--- config.mk ---
export PLATFORM = sky130hd
export DESIGN_NAME = wptr_handler
export DESIGN_NICKNAME = d
export VERILOG_FILES = /design/src/rtl/fifo_pkg.sv /design/src/rtl/wptr_handler.sv
export SDC_FILE = /design/constraint.sdc
export NUM_CORES = 1
export LEC_CHECK = 0
export ABC_CLOCK_PERIOD_IN_PS = 3900
export BUFFER_PORTS_ARGS = -buffer_cell sky130_fd_sc_hd__buf_2
export CAP_MARGIN = 20
export CORE_MARGIN = 4
export CORE_UTILIZATION = 30
export DETAILED_ROUTE_END_ITERATION = 8
export PLACE_DENSITY = 0.62
export SLEW_MARGIN = 15
export SYNTH_ARGS = -nofsm -noshare
export SYNTH_HDL_FRONTEND = slang
export SYNTH_SLANG_ARGS = --single-unit
export TNS_END_PERCENT = 30
--- constraint.sdc ---
create_clock -name wclk -period 3.9 [get_ports wclk]
set_input_delay 0.39 -clock wclk [delete_from_list [all_inputs] [get_ports wclk]]
set_output_delay 0.39 -clock wclk [all_outputs]
set_load 0.01 [all_outputs]
--- src/rtl/fifo_pkg.sv ---
// Shared async-FIFO helpers: pointer-width default and gray/binary conversion.
// Functions work at a fixed maximum width; callers zero-extend narrower pointers.
package fifo_pkg;

    localparam int C_PTR_W     = 4;
    localparam int C_MAX_PTR_W = 32;

    // Zero bits above the real width do not disturb either conversion.
    function automatic logic [C_MAX_PTR_W-1:0] bin2gray(input logic [C_MAX_PTR_W-1:0] b);
        return b ^ (b >> 1);
    endfunction

    function automatic logic [C_MAX_PTR_W-1:0] gray2bin(input logic [C_MAX_PTR_W-1:0] g);
        logic [C_MAX_PTR_W-1:0] b;
        b[C_MAX_PTR_W-1] = g[C_MAX_PTR_W-1];
        for (int i = C_MAX_PTR_W - 2; i >= 0; i--) begin
            b[i] = b[i+1] ^ g[i];
        end
        return b;
    endfunction

endpackage

--- src/rtl/wptr_handler.sv ---
// Write-side pointer/flag stage of the async FIFO: binary/gray write pointer,
// full, almost-full, write-side level and sticky overflow.
module wptr_handler
    import fifo_pkg::*;
#(
    parameter int P_PTR_W    = C_PTR_W,
    parameter int P_AFULL_TH = 6
) (
    input  logic               wclk,
    input  logic               wrst,
    input  logic               i_w_en,
    input  logic [P_PTR_W-1:0] i_g_rptr_sync,
    input  logic               i_ovf_clr,
    output logic               o_wr_ok,
    output logic [P_PTR_W-1:0] o_b_wptr,
    output logic [P_PTR_W-1:0] o_g_wptr,
    output logic               o_full,
    output logic               o_afull,
    output logic [P_PTR_W-1:0] o_wlevel,
    output logic               o_ovf
);

    localparam int W = P_PTR_W;
    localparam logic [W-1:0] C_TH = W'(P_AFULL_TH);

    logic [W-1:0]           b_nxt;
    logic [W-1:0]           g_nxt;
    logic [W-1:0]           b_rsync;
    logic [W-1:0]           level_nxt;
    logic [W-1:0]           rptr_full_cmp;
    logic [C_MAX_PTR_W-1:0] g_nxt_wide;
    logic [C_MAX_PTR_W-1:0] b_rsync_wide;
    logic                   full_nxt;
    logic                   afull_nxt;

    assign o_wr_ok = i_w_en & ~o_full;

    always_comb begin
        b_nxt         = o_b_wptr + {{(W-1){1'b0}}, o_wr_ok};
        g_nxt_wide    = bin2gray({{(C_MAX_PTR_W-W){1'b0}}, b_nxt});
        g_nxt         = g_nxt_wide[W-1:0];
        b_rsync_wide  = gray2bin({{(C_MAX_PTR_W-W){1'b0}}, i_g_rptr_sync});
        b_rsync       = b_rsync_wide[W-1:0];
        // Full when the write pointer is exactly one lap ahead of the read pointer.
        rptr_full_cmp = {~i_g_rptr_sync[W-1:W-2], i_g_rptr_sync[W-3:0]};
        full_nxt      = (g_nxt == rptr_full_cmp);
        level_nxt     = b_nxt - b_rsync;
        afull_nxt     = (level_nxt >= C_TH);
    end

    always_ff @(posedge wclk) begin
        if (wrst) begin
            o_b_wptr <= '0;
            o_g_wptr <= '0;
            o_full   <= 1'b0;
            o_afull  <= 1'b0;
            o_wlevel <= '0;
            o_ovf    <= 1'b0;
        end else begin
            o_b_wptr <= b_nxt;
            o_g_wptr <= g_nxt;
            o_full   <= full_nxt;
            o_afull  <= afull_nxt;
            o_wlevel <= level_nxt;
            // A blocked write in the same cycle as a clear keeps the flag set.
            if (i_w_en && o_full) begin
                o_ovf <= 1'b1;
            end else if (i_ovf_clr) begin
                o_ovf <= 1'b0;
            end
        end
    end

endmodule

==> flow_summary_export.csv <==
group,metric,value,unit
outcome,status,"completed",
floorplan,ios,24,
sta,timing.hold.ws,383.4,ps
synthesis,synth_cell_types,22,
route,routed_wl,1.273,mm
worst_setup_path,end_kind,"flop",
worst_setup_path,path_cells,"nor2b_1 -> ha_1 -> ha_1 -> ha_1 -> nor2b_1 -> o21a_1 -> or4_4 -> o311ai_1",
worst_setup_path,start_kind,"flop",
global_route,grt_pass1_wl,2.083,mm
clock_network,clock_sinks,14,
finish,final_cell_mix,"buf_2 (23), dfxtp_1 (14), nor2_1 (10)",
clock_network,cts_buffers,3,
floorplan,die_h,54.84,um
floorplan,dieArea,0.003007,mm^2
clock_network,cts_tree,"yes",
clock_network,cts_root_buf,"clkbuf_4",
route,via_per_inst,4.500,
worst_setup_path,slowest_stage,"or4_4",
synthesis,yosysWarnings,0,
finish,syn2layout_area_growth,26.43,%
sta,grt_setup_unrepaired,"no",
sta,finalClockSkew,4.833,ps
synthesis,syn_inst,64,
clock_network,hold_buffers,0,
route,vias,522,
sta,period_minus_slack,2264,ps
pwr,power,385.3,uW
clock_network,htree_levels,1,
floorplan,initial_core_util,0.3255,
placed_design,dp_cells,112,
worst_setup_path,critPathMaxFanout,4,
synthesis,synth_seq_cells,14,
sta,relSlewSlack,0.7806,
sta,finalCritPeriodShare,0.5805,
global_route,track_usage,0.09921,
route,wl_per_cell,10.97,um
synthesis,syn_area_per_cell,10.28,um^2
worst_setup_path,crit_required,4060,ps
route,first_iter_violations,0,
finish,final_common_cell,"buf_2",
worst_setup_path,critPathTopFamily,"adder cells",
finish,drive_above_1_share,0.3258,
clock_network,cts_setup_buffers,0,
sta,setup_viol,0,
global_route,grt_pass1_vias,519,
clock_network,clock_path_buffers,2,
sta,fmax,441.7,MHz
finish,fin_nets,104,
sta,worstMarginPinSlew,327.9,ps
min_path,hp-class,"primary input to flop",
finish,fillCellCount,224,
route,drt-pass1-iter-count,1,
worst_setup_path,cp.arrival,2430,ps
synthesis,synth.area.top_cells,"dfxtp_1 (43%), ha_1 (9.5%), xnor2_1 (9.3%)",
global_route,grt_max_degree,15,
placed_design,place.gp.congestion,0.8374,
clock_network,clk_latency,270,ps
synthesis,ys_seq_area_frac,0.4259,
route,wl_met3,75,um
worst_setup_path,path_common_cell,"ha_1",
route,top_layer,"met4",
global_route,global_route.overflow_total,0,
synthesis,yosys.area.top_type,"dfxtp_1",
synthesis,syn_area,658.1,um^2
sta,hold_viol,0,
placed_design,dpl_cell_area,795.8,um^2
flow_run,max-cap-violations,0,
pwr,ir_drop,0.1602,mV
floorplan,die_w,54.84,um
worst_setup_path,critPathKind,"flop to flop",
route,wl_met2,664,um
sta,setup_tns,0,ps
pwr,p_per_area,463.0,mW/mm^2
finish,instances_no_fill,116,
pwr,p_leak,0.0004283,uW
sta,final_max_slew_viol_count,0,
route,antenna_left,0,
placed_design,io_buffers,23,
route,wl_met1,508,um
synthesis,synth.net_count,78,
worst_setup_path,slowest_delay,420,ps
route,drc,0,
floorplan,fp-row-count,16,
floorplan,coreArea,0.002022,mm^2
clock_network,clkTransAtPathRegs,80,ps
worst_setup_path,cp.buffers_inverters,0,
finish,fin_area,832.0,um^2
clock_network,cts-resized-gates,0,
synthesis,synth_top_area_frac,0.4259,
global_route,antenna_found_initial,0,
finish,diodes,0,
[state kept, by name (all words and copies together) (netlist names)]
signal and cells:
o_b_wptr 4, o_wlevel 4, o_g_wptr 3, o_afull 1, o_full 1, o_ovf 1
[final timing paths]
kind / startpoint / end / slack (ps) / cells past startpoint
worst max register to register: o_full$_SDFF_PP0_ / o_afull$_SDFF_PP0_ / 1640 / 8
worst max-delay path: o_full$_SDFF_PP0_ / o_afull$_SDFF_PP0_ / 1640 / 8
worst min-delay path: i_w_en / o_ovf$_SDFFE_PP0P_ / 380 / 3
worst min register to register: o_ovf$_SDFFE_PP0P_ / o_ovf$_SDFFE_PP0P_ / 480 / 2
[stage by stage]
stage | setup WS [ps] | utilization
floorplan | 1607 | -
global placement | 1521 | 0.3936
detailed placement | 1456 | 0.3936
CTS | 1633 | 0.4115
global route | 1532 | 0.4115
finish | 1636 | 0.4115
[synth_stat cells]
| cell | number |
|---|---|
| nand3_1 | 1 |
| clkbuf_1 | 1 |
| nor2b_1 | 2 |
| a21boi_0 | 1 |
| o311ai_1 | 1 |
| xnor3_1 | 1 |
| o21a_1 | 1 |
| and4_2 | 1 |
| xor2_1 | 6 |
| ha_1 | 5 |
| xnor2_1 | 7 |
| or4_4 | 1 |
| buf_4 | 1 |
| a21oi_1 | 1 |
| and2_1 | 1 |
| nand2b_1 | 1 |
| nor2_1 | 10 |
| o211ai_1 | 1 |
| dfxtp_1 | 14 |
| nand2_1 | 2 |
| fa_1 | 1 |
| inv_1 | 4 |
[worst register-to-register path, stage by stage, from the launching register on]
cell      delay [ps]
dfxtp_1          330
nor2b_1          160
ha_1             230
ha_1             310
ha_1             310
nor2b_1          130
o21a_1           180
or4_4            420
o311ai_1         100
[kinds of logic after synthesis]
family,Yosys count,synth area share
adder cells (fa/ha/maj),6,0.1255
AO/OA/AOI/OAI,5,0.05514
AND/OR/NAND/NOR,19,0.1464
flip-flops,14,0.4259
buffers and inverters,6,0.03992
XOR/XNOR,14,0.2072
[layer usage]
layer | GRT usage | vias to the layer above
li1 | - | 257
met1 | 0.1000 | 248
met2 | 0.1791 | 15
met3 | 0.01635 | 2
met4 | 0.07469 | 0
met5 | 0 | -
[final cells by class]
type | instances | area [um^2] | area share
Clock buffer | 4 | 36.28 | 0.04361
Multi-Input combinational cell | 44 | 351.6 | 0.4226
Sequential cell | 14 | 280.3 | 0.3368
Inverter | 4 | 15.01 | 0.01805
Timing Repair Buffer | 23 | 115.1 | 0.1383
Tap cell | 27 | 33.78 | 0.04060
[power by group]
| group | internal (uW) | switching, uW |
|---|---|---|
| combinational | 53.7 | 63.0 |
| clock | 56.6 | 43.0 |
| sequential | 163 | 5.56 |
No activity file was read; power rests on OpenSTA's default activity.
